## config.mk

```make
export PLATFORM = sky130hd
export DESIGN_NAME = decode_operand_stage_flat
export DESIGN_NICKNAME = d
export VERILOG_FILES = /design/src/rtl/decode_operand_stage_if.sv /design/src/rtl/decode_operand_stage.sv /design/src/flat_wrapper.sv
export SDC_FILE = /design/constraint.sdc
export NUM_CORES = 1
export LEC_CHECK = 0
export BUFFER_PORTS_ARGS = -buffer_cell sky130_fd_sc_hd__buf_2
export CELL_PAD_IN_SITES_DETAIL_PLACEMENT = 0
export CELL_PAD_IN_SITES_GLOBAL_PLACEMENT = 2
export CORE_ASPECT_RATIO = 0.8
export CORE_MARGIN = 4
export CORE_UTILIZATION = 25
export DETAILED_ROUTE_END_ITERATION = 8
export HOLD_SLACK_MARGIN = 0.15
export PLACE_DENSITY = 0.93
export SLEW_MARGIN = 10
export SYNTH_ARGS = -nofsm -noshare
export SYNTH_HDL_FRONTEND = slang
export SYNTH_SLANG_ARGS = --single-unit
```

## constraint.sdc

```tcl
create_clock -name clk -period 3.7 [get_ports clk]
set_clock_uncertainty 0.05 [all_clocks]
set_input_delay 0.74 -clock clk [delete_from_list [all_inputs] [get_ports clk]]
set_output_delay 0.74 -clock clk [all_outputs]
set_load 0.01 [all_outputs]
```

## src/rtl/decode_operand_stage_if.sv

```systemverilog
// Fetch-to-decode handshake: fetch drives in_valid/in_instr, decode answers with in_ready.
// An instruction transfers on a rising clk edge where in_valid && in_ready; while in_ready
// is low the fetch side holds in_instr stable and re-presents it the next cycle.
interface decode_operand_stage_if #(
    parameter int DATA_W = 24
);
    logic              in_valid;
    logic [DATA_W-1:0] in_instr;
    logic              in_ready;

    modport master (
        output in_valid,
        output in_instr,
        input  in_ready
    );

    modport slave (
        input  in_valid,
        input  in_instr,
        output in_ready
    );
endinterface

```

## src/rtl/decode_operand_stage.sv

```systemverilog
// Decode/operand-fetch stage: decodes one instruction per cycle, forwards EX/WB results,
// stalls on load-use, flushes on taken branch. Optional macro DECODE_PERF_CNT_EN adds counters.
module decode_operand_stage #(
    parameter int DATA_W = 24
) (
    input  logic              clk,
    input  logic              rst,
    decode_operand_stage_if.slave fetch,
    input  logic              flush,
    output logic [3:0]        rf_read_addr_1,
    output logic [3:0]        rf_read_addr_2,
    input  logic [DATA_W-1:0] rf_read_data_1,
    input  logic [DATA_W-1:0] rf_read_data_2,
    input  logic              ex_wr_en,
    input  logic [3:0]        ex_wr_dest,
    input  logic [DATA_W-1:0] ex_wr_data,
    input  logic              ex_is_load,
    input  logic              wb_wr_en,
    input  logic [3:0]        wb_wr_dest,
    input  logic [DATA_W-1:0] wb_wr_data,
`ifdef DECODE_PERF_CNT_EN
    output logic [15:0]       stall_count,
    output logic [15:0]       flush_count,
`endif
    output logic              out_valid,
    output logic [3:0]        out_opcode,
    output logic [3:0]        out_rd,
    output logic              out_wr_en,
    output logic              out_is_load,
    output logic [DATA_W-1:0] out_op_a,
    output logic [DATA_W-1:0] out_op_b,
    output logic [DATA_W-1:0] out_imm
);

    localparam logic [3:0] OP_LOAD   = 4'hC;
    localparam logic [3:0] OP_STORE  = 4'hD;
    localparam logic [3:0] OP_BRANCH = 4'hE;
    localparam logic [3:0] OP_NOP    = 4'hF;

    logic [3:0]        opcode;
    logic [3:0]        rd;
    logic [3:0]        rs1;
    logic [3:0]        rs2;
    logic [11:0]       imm12;
    logic              is_r_type;
    logic              is_i_type;
    logic              is_load;
    logic              uses_rs1;
    logic              uses_rs2;
    logic              writes_rd;
    logic              hazard;
    logic              stall;
    logic              accept;
    logic [DATA_W-1:0] imm_ext;
    logic [DATA_W-1:0] src_a;
    logic [DATA_W-1:0] src_b;

    logic              out_valid_q,   out_valid_d;
    logic [3:0]        out_opcode_q,  out_opcode_d;
    logic [3:0]        out_rd_q,      out_rd_d;
    logic              out_wr_en_q,   out_wr_en_d;
    logic              out_is_load_q, out_is_load_d;
    logic [DATA_W-1:0] out_op_a_q,    out_op_a_d;
    logic [DATA_W-1:0] out_op_b_q,    out_op_b_d;
    logic [DATA_W-1:0] out_imm_q,     out_imm_d;

    // Priority: r0, then the younger EX result, then WB (same-edge regfile write), then regfile.
    function automatic logic [DATA_W-1:0] resolve(
        input logic              used,
        input logic [3:0]        src,
        input logic [DATA_W-1:0] rf_data,
        input logic              ex_en,
        input logic [3:0]        ex_dest,
        input logic [DATA_W-1:0] ex_data,
        input logic              wb_en,
        input logic [3:0]        wb_dest,
        input logic [DATA_W-1:0] wb_data
    );
        logic [DATA_W-1:0] r;
        r = '0;
        if (!used || src == 4'd0) begin
            r = '0;
        end else if (ex_en && ex_dest == src) begin
            r = ex_data;
        end else if (wb_en && wb_dest == src) begin
            r = wb_data;
        end else begin
            r = rf_data;
        end
        return r;
    endfunction

    always_comb begin
        opcode    = fetch.in_instr[23:20];
        rd        = fetch.in_instr[19:16];
        rs1       = fetch.in_instr[15:12];
        rs2       = fetch.in_instr[11:8];
        imm12     = fetch.in_instr[11:0];

        is_r_type = (opcode[3] == 1'b0);
        is_i_type = (opcode[3:2] == 2'b10);
        is_load   = (opcode == OP_LOAD);
        uses_rs1  = (opcode != OP_NOP);
        uses_rs2  = is_r_type || (opcode == OP_STORE) || (opcode == OP_BRANCH);
        writes_rd = is_r_type || is_i_type || is_load;
        imm_ext   = {{(DATA_W-12){imm12[11]}}, imm12};
    end

    assign rf_read_addr_1 = rs1;
    assign rf_read_addr_2 = rs2;

    // A loaded value is not available until WB; only real, used sources can hazard.
    always_comb begin
        hazard = fetch.in_valid && ex_is_load && ex_wr_en && (ex_wr_dest != 4'd0) &&
                 ((uses_rs1 && ex_wr_dest == rs1) || (uses_rs2 && ex_wr_dest == rs2));
        stall  = hazard && !flush;
        accept = fetch.in_valid && !stall && !flush;
    end

    assign fetch.in_ready = rst || !stall;

    always_comb begin
        src_a = resolve(uses_rs1, rs1, rf_read_data_1, ex_wr_en, ex_wr_dest, ex_wr_data,
                        wb_wr_en, wb_wr_dest, wb_wr_data);
        src_b = resolve(uses_rs2, rs2, rf_read_data_2, ex_wr_en, ex_wr_dest, ex_wr_data,
                        wb_wr_en, wb_wr_dest, wb_wr_data);
    end

    // Bubbles (stall, flush, no input) are registered as a canonical nop bundle.
    always_comb begin
        out_valid_d   = 1'b0;
        out_opcode_d  = OP_NOP;
        out_rd_d      = 4'd0;
        out_wr_en_d   = 1'b0;
        out_is_load_d = 1'b0;
        out_op_a_d    = '0;
        out_op_b_d    = '0;
        out_imm_d     = '0;
        if (accept) begin
            out_valid_d   = 1'b1;
            out_opcode_d  = opcode;
            out_rd_d      = rd;
            out_wr_en_d   = writes_rd && (rd != 4'd0);
            out_is_load_d = is_load;
            out_op_a_d    = src_a;
            out_op_b_d    = (is_i_type || is_load) ? imm_ext : src_b;
            out_imm_d     = imm_ext;
        end
    end

    always_ff @(posedge clk or posedge rst) begin
        if (rst) begin
            out_valid_q   <= 1'b0;
            out_opcode_q  <= OP_NOP;
            out_rd_q      <= 4'd0;
            out_wr_en_q   <= 1'b0;
            out_is_load_q <= 1'b0;
            out_op_a_q    <= '0;
            out_op_b_q    <= '0;
            out_imm_q     <= '0;
        end else begin
            out_valid_q   <= out_valid_d;
            out_opcode_q  <= out_opcode_d;
            out_rd_q      <= out_rd_d;
            out_wr_en_q   <= out_wr_en_d;
            out_is_load_q <= out_is_load_d;
            out_op_a_q    <= out_op_a_d;
            out_op_b_q    <= out_op_b_d;
            out_imm_q     <= out_imm_d;
        end
    end

    assign out_valid   = out_valid_q;
    assign out_opcode  = out_opcode_q;
    assign out_rd      = out_rd_q;
    assign out_wr_en   = out_wr_en_q;
    assign out_is_load = out_is_load_q;
    assign out_op_a    = out_op_a_q;
    assign out_op_b    = out_op_b_q;
    assign out_imm     = out_imm_q;

`ifdef DECODE_PERF_CNT_EN
    logic [15:0] stall_count_q, stall_count_d;
    logic [15:0] flush_count_q, flush_count_d;

    always_comb begin
        stall_count_d = stall_count_q;
        flush_count_d = flush_count_q;
        if (stall && stall_count_q != 16'hFFFF) begin
            stall_count_d = stall_count_q + 16'd1;
        end
        if (flush && flush_count_q != 16'hFFFF) begin
            flush_count_d = flush_count_q + 16'd1;
        end
    end

    always_ff @(posedge clk or posedge rst) begin
        if (rst) begin
            stall_count_q <= 16'd0;
            flush_count_q <= 16'd0;
        end else begin
            stall_count_q <= stall_count_d;
            flush_count_q <= flush_count_d;
        end
    end

    assign stall_count = stall_count_q;
    assign flush_count = flush_count_q;
`endif

endmodule

```

## src/flat_wrapper.sv

```systemverilog
// flat-port wrapper written by rule: the top's interface ports become plain ports
module decode_operand_stage_flat 
#(
    parameter int DATA_W = 24
)
  (clk, rst, flush, rf_read_addr_1, rf_read_addr_2, rf_read_data_1, rf_read_data_2, ex_wr_en, ex_wr_dest, ex_wr_data, ex_is_load, wb_wr_en, wb_wr_dest, wb_wr_data, out_valid, out_opcode, out_rd, out_wr_en, out_is_load, out_op_a, out_op_b, out_imm, fetch_in_valid, fetch_in_instr, fetch_in_ready);
  decode_operand_stage_if #(.DATA_W(DATA_W)) fetch_i ();
  input  logic clk;
  input  logic rst;
  input  logic flush;
  output logic [3:0] rf_read_addr_1;
  output logic [3:0] rf_read_addr_2;
  input  logic [DATA_W-1:0] rf_read_data_1;
  input  logic [DATA_W-1:0] rf_read_data_2;
  input  logic ex_wr_en;
  input  logic [3:0] ex_wr_dest;
  input  logic [DATA_W-1:0] ex_wr_data;
  input  logic ex_is_load;
  input  logic wb_wr_en;
  input  logic [3:0] wb_wr_dest;
  input  logic [DATA_W-1:0] wb_wr_data;
  output logic out_valid;
  output logic [3:0] out_opcode;
  output logic [3:0] out_rd;
  output logic out_wr_en;
  output logic out_is_load;
  output logic [DATA_W-1:0] out_op_a;
  output logic [DATA_W-1:0] out_op_b;
  output logic [DATA_W-1:0] out_imm;
  input wire logic [$bits(fetch_i.in_valid)-1:0] fetch_in_valid;
  input wire logic [$bits(fetch_i.in_instr)-1:0] fetch_in_instr;
  output wire logic [$bits(fetch_i.in_ready)-1:0] fetch_in_ready;
  assign fetch_i.in_valid = fetch_in_valid;
  assign fetch_i.in_instr = fetch_in_instr;
  assign fetch_in_ready = fetch_i.in_ready;
  decode_operand_stage #(.DATA_W(DATA_W)) u_core (.clk(clk), .rst(rst), .fetch(fetch_i), .flush(flush), .rf_read_addr_1(rf_read_addr_1), .rf_read_addr_2(rf_read_addr_2), .rf_read_data_1(rf_read_data_1), .rf_read_data_2(rf_read_data_2), .ex_wr_en(ex_wr_en), .ex_wr_dest(ex_wr_dest), .ex_wr_data(ex_wr_data), .ex_is_load(ex_is_load), .wb_wr_en(wb_wr_en), .wb_wr_dest(wb_wr_dest), .wb_wr_data(wb_wr_data), .out_valid(out_valid), .out_opcode(out_opcode), .out_rd(out_rd), .out_wr_en(out_wr_en), .out_is_load(out_is_load), .out_op_a(out_op_a), .out_op_b(out_op_b), .out_imm(out_imm));
endmodule
```

==> results <==
- In the synthesized netlist, the number of instances is 389.
- The total clock buffers created by CTS is 9.
- By startpoint and endpoint, the worst setup path is classified as in -> out.
- At the worst endpoint, the required time is 2910 ps.
- For this design the ratio of total power to cell area is 398 nW/um^2.
- By count the netlist is led by dfrtp_1 (67), nand3_1 (26), mux2i_1 (24), nor2_1 (24), o21ai_0 (24).
- The simple-gate area share of the yosys netlist is 0.143.
- The final-report setup violation count is 0.
- The xor and xnor fraction of the mapped netlist area is 0.0375.
- The clock slew seen by the registers of the worst setup and hold paths is 60 ps.
- The total count of max-transition violations in the final report is 0.
- The number of DRC violations after detailed-routing iteration 0 is 182.
- The number of enable flip-flop cells after synthesis is 0.
- The final hold violation count is 0.
- The starting density of the core is 0.259.
- The number of cell rows is 40.
- The arrival time at the worst endpoint is 2060 ps.
- After synthesis, the cell types taking the most area are dfrtp_1 (42%), a211oi_2 (6.3%), mux2i_1 (6.0%), buf_4 (3.8%), nand3_1 (3.3%).
- The die area is 18,000 um^2.
- The count of synthesis-stage warnings from yosys is 0.
- The run finished with clean final reports.
- The residual overflow from global routing is 0.
- The via count of the first global-routing pass is 4,050.
- The most used flip-flop cell after synthesis is dfrtp_1.
- The largest fanout of any net on the critical path is 5.
- Routability-driven placement finished with a final weighted congestion of 0.819.
- The half-perimeter wire length of the detailed placement result is 12,500 um.
- The critical path goes through buf_2 > xnor2_1 > o21ai_1 > a22o_1 > nand4_1 > buf_2.
- After floorplanning, the core was sized to cover 15,300 um^2.
- The proportion of synthesized flip-flops having asynchronous set or reset is 1.00.
- The H-tree depth is 3.
- The largest single stage delay on the critical path is 490 ps.
- The clock sink total is 71.
- The final worst-path cycle share is 0.770.
- Of the cells placed in the final design, the portion with a size suffix greater than 1 is 0.483.
- The area share of the largest cell type after synthesis is 0.422.
- The share of the synthesized area in compound gates (AO/OA/AOI/OAI) was 0.230.
- The worst-case vdd ir drop is 0.181 mV.
- The count of nets left with antenna violations once routing finished came out at 0.
- The setup TNS is 0 ps.
- Hold timing on the final database bottoms out at a slack of 575 ps.
- The pre-antenna-repair detailed-routing pass consisted of 4 iterations.
- The cell count after placement is 784.
- Entering global routing, the biggest net connects 72 pins.
- By area, the combinational part of the netlist is dominated by compound AO/OA/AOI/OAI gates.
- Dividing the detail-routed via count by the number of cells gives 4.75.
- The mux cell area share after synthesis is 0.0605.
- The number of non-filler instances in the completed layout is 801.
- The cell that appears most often on the critical path is buf_2.
- The total of buffers placed on input and output ports is 226.
- The number of antenna violations at the first check in global routing came to 1.
- The launching element type of the critical path is an input port.
- The library cell contributing the largest single delay on the critical path is o21ai_1.
- The mapped netlist covers 3970 um^2.
- The number of nets at the end of the flow is 720.
- The number of buffers inserted by post-CTS setup repair is 0.
- Setup repair after global routing left no endpoint under its margin.
- The vias after detailed routing is 3,805.
- The quantity of gates resized following cts is 0.
- The area growth from synthesis to layout is 38.0%.
- The total of flip-flops plus latches after synthesis is 71.
- The type of the most critical hold path is in -> reg.
- The number of hold-repair buffers added at the cts stage is 0.
- The total wire length after detailed routing is 15,900 um.
- The floorplan step set the die height to 121 um.
- The average footprint of a synthesized cell is 10.2 um^2.
- Among all cell types in the netlist, the one instantiated most often is dfrtp_1.
- The total power of the final layout is 2.18 mW.
- The wire length of the first global-routing pass is 23,700 um.
- The cell sitting at the root of the clock tree is a clkbuf_16.
- The CTS tree is built.
- The minimum clock period after layout is 2850 ps.
- The leakage power of the design is 2.67 nW.
- The adder-cell area share of the yosys netlist is 0.
- For this run, design rule violations remaining after detail routing come to 0.
- The final worst setup slack is 851 ps.
- The share of the yosys chip area belonging to registers is 0.449.
- The count of unique library cells instantiated by Yosys is 43.
- The die span in x is 149 um.
- dfrtp_1 takes more of the synthesized area than any other cell.
- Derived from the worst setup path, the maximum achievable clock frequency is 351 MHz.
- For this design the top-level I/O count stands at 227.
- The worst slack at placement is 913 ps.
- The average routed wire per standard cell is 19.9 um.
- For the pin with the worst max-slew slack, the measured transition is 1010 ps.
- The worst setup path is captured at an output port.
- The number of nets handed over by synthesis was 524.
- Max-cap violations in this run came to 0.
- The maximum root-to-sink buffer count is 2.
- Across every metal layer, demand over resource in global routing totals 0.174.
- The worst-case headroom to the max-slew limit is 0.322.
## through the flow
step            util  instance area [um^2]
2_1_floorplan      -                  3970
5_1_grt        0.358                  5480
6_report       0.358                  5480
3_5_place_dp   0.337                  5150
3_3_place_gp   0.337                  5150
4_1_cts        0.358                  5480
## placed cells by master, fill, tap and decap left out, types with 6 or more instances in the layout
| cell type | n |
|---|---|
| a311oi_1 | 14 |
| a211oi_2 | 20 |
| o21a_1 | 13 |
| o21ai_0 | 24 |
| dfrtp_1 | 67 |
| nor2_1 | 24 |
| buf_2 | 226 |
| nand2_1 | 6 |
| and2_1 | 18 |
| clkbuf_16 | 9 |
| buf_4 | 10 |
| a21oi_1 | 11 |
| xnor2_1 | 10 |
| a22oi_1 | 11 |
| nor3_1 | 14 |
| nand3_1 | 26 |
| mux2i_1 | 24 |
| xor2_1 | 7 |
| a21o_1 | 11 |
## power by group
part	internal, mW	switching (mW)	total, mW
sequential	0.814	0.0121	0.826
clock	0.610	0.335	0.944
combinational	0.161	0.248	0.409
## registers in the layout, summed over array words and instances, names as in the netlist
name                count
u_core.out_valid        1
u_core.out_rd           4
u_core.out_imm         12
u_core.out_op_b        24
u_core.out_wr_en        1
u_core.out_op_a        24
u_core.out_is_load      1
u_core.out_opcode       4
## critical path: cells and delay by family
family	cells	cell delay, ps
AO/OA/AOI/OAI	2	740
buffers and inverters	2	310
AND/OR/NAND/NOR	1	140
XOR/XNOR	1	120
## worst paths after layout
| check | cells past startpoint | startpoint | end |
|---|---|---|---|
| max in group asynchronous | 3 | rst | u_core.out_op_a[10]$_DFF_PP0_ |
| setup / recovery | 6 | fetch_in_instr[20] | fetch_in_ready |
| min in group asynchronous | 3 | rst | u_core.out_op_b[16]$_DFF_PP0_ |
| hold / removal | 2 | fetch_in_instr[2] | u_core.out_imm[2]$_DFF_PP0_ |
## area by class of cell
cell class	instances	area, um^2
Sequential cell	71	1780
Timing Repair Buffer	236	1210
Multi-Input combinational cell	262	1880
Inverter	5	20.0
Antenna cell	1	2.50
Fill cell	1608	9830
Clock buffer	11	243
Clock inverter	5	81.3
Tap cell	210	263
## routing by layer
metal / track usage / up-vias / routed length, um
li1: - / 1785 / -
met5: 0 / - / 0
met1: 0.235 / 1842 / 7030
met3: 0.0386 / 13 / 1000
met2: 0.283 / 165 / 7700
met4: 0.0475 / 0 / 206
## cell families (layout without fill, tap and decap cells)
logic type / Yosys count / count (layout)
other cells: 0 / 1
simple gates: 105 / 105
mux: 24 / 24
compound gates: 116 / 116
buf+inv: 56 / 257
xor+xnor: 17 / 17
flops: 71 / 71
Power figures use the tool's default switching activity.
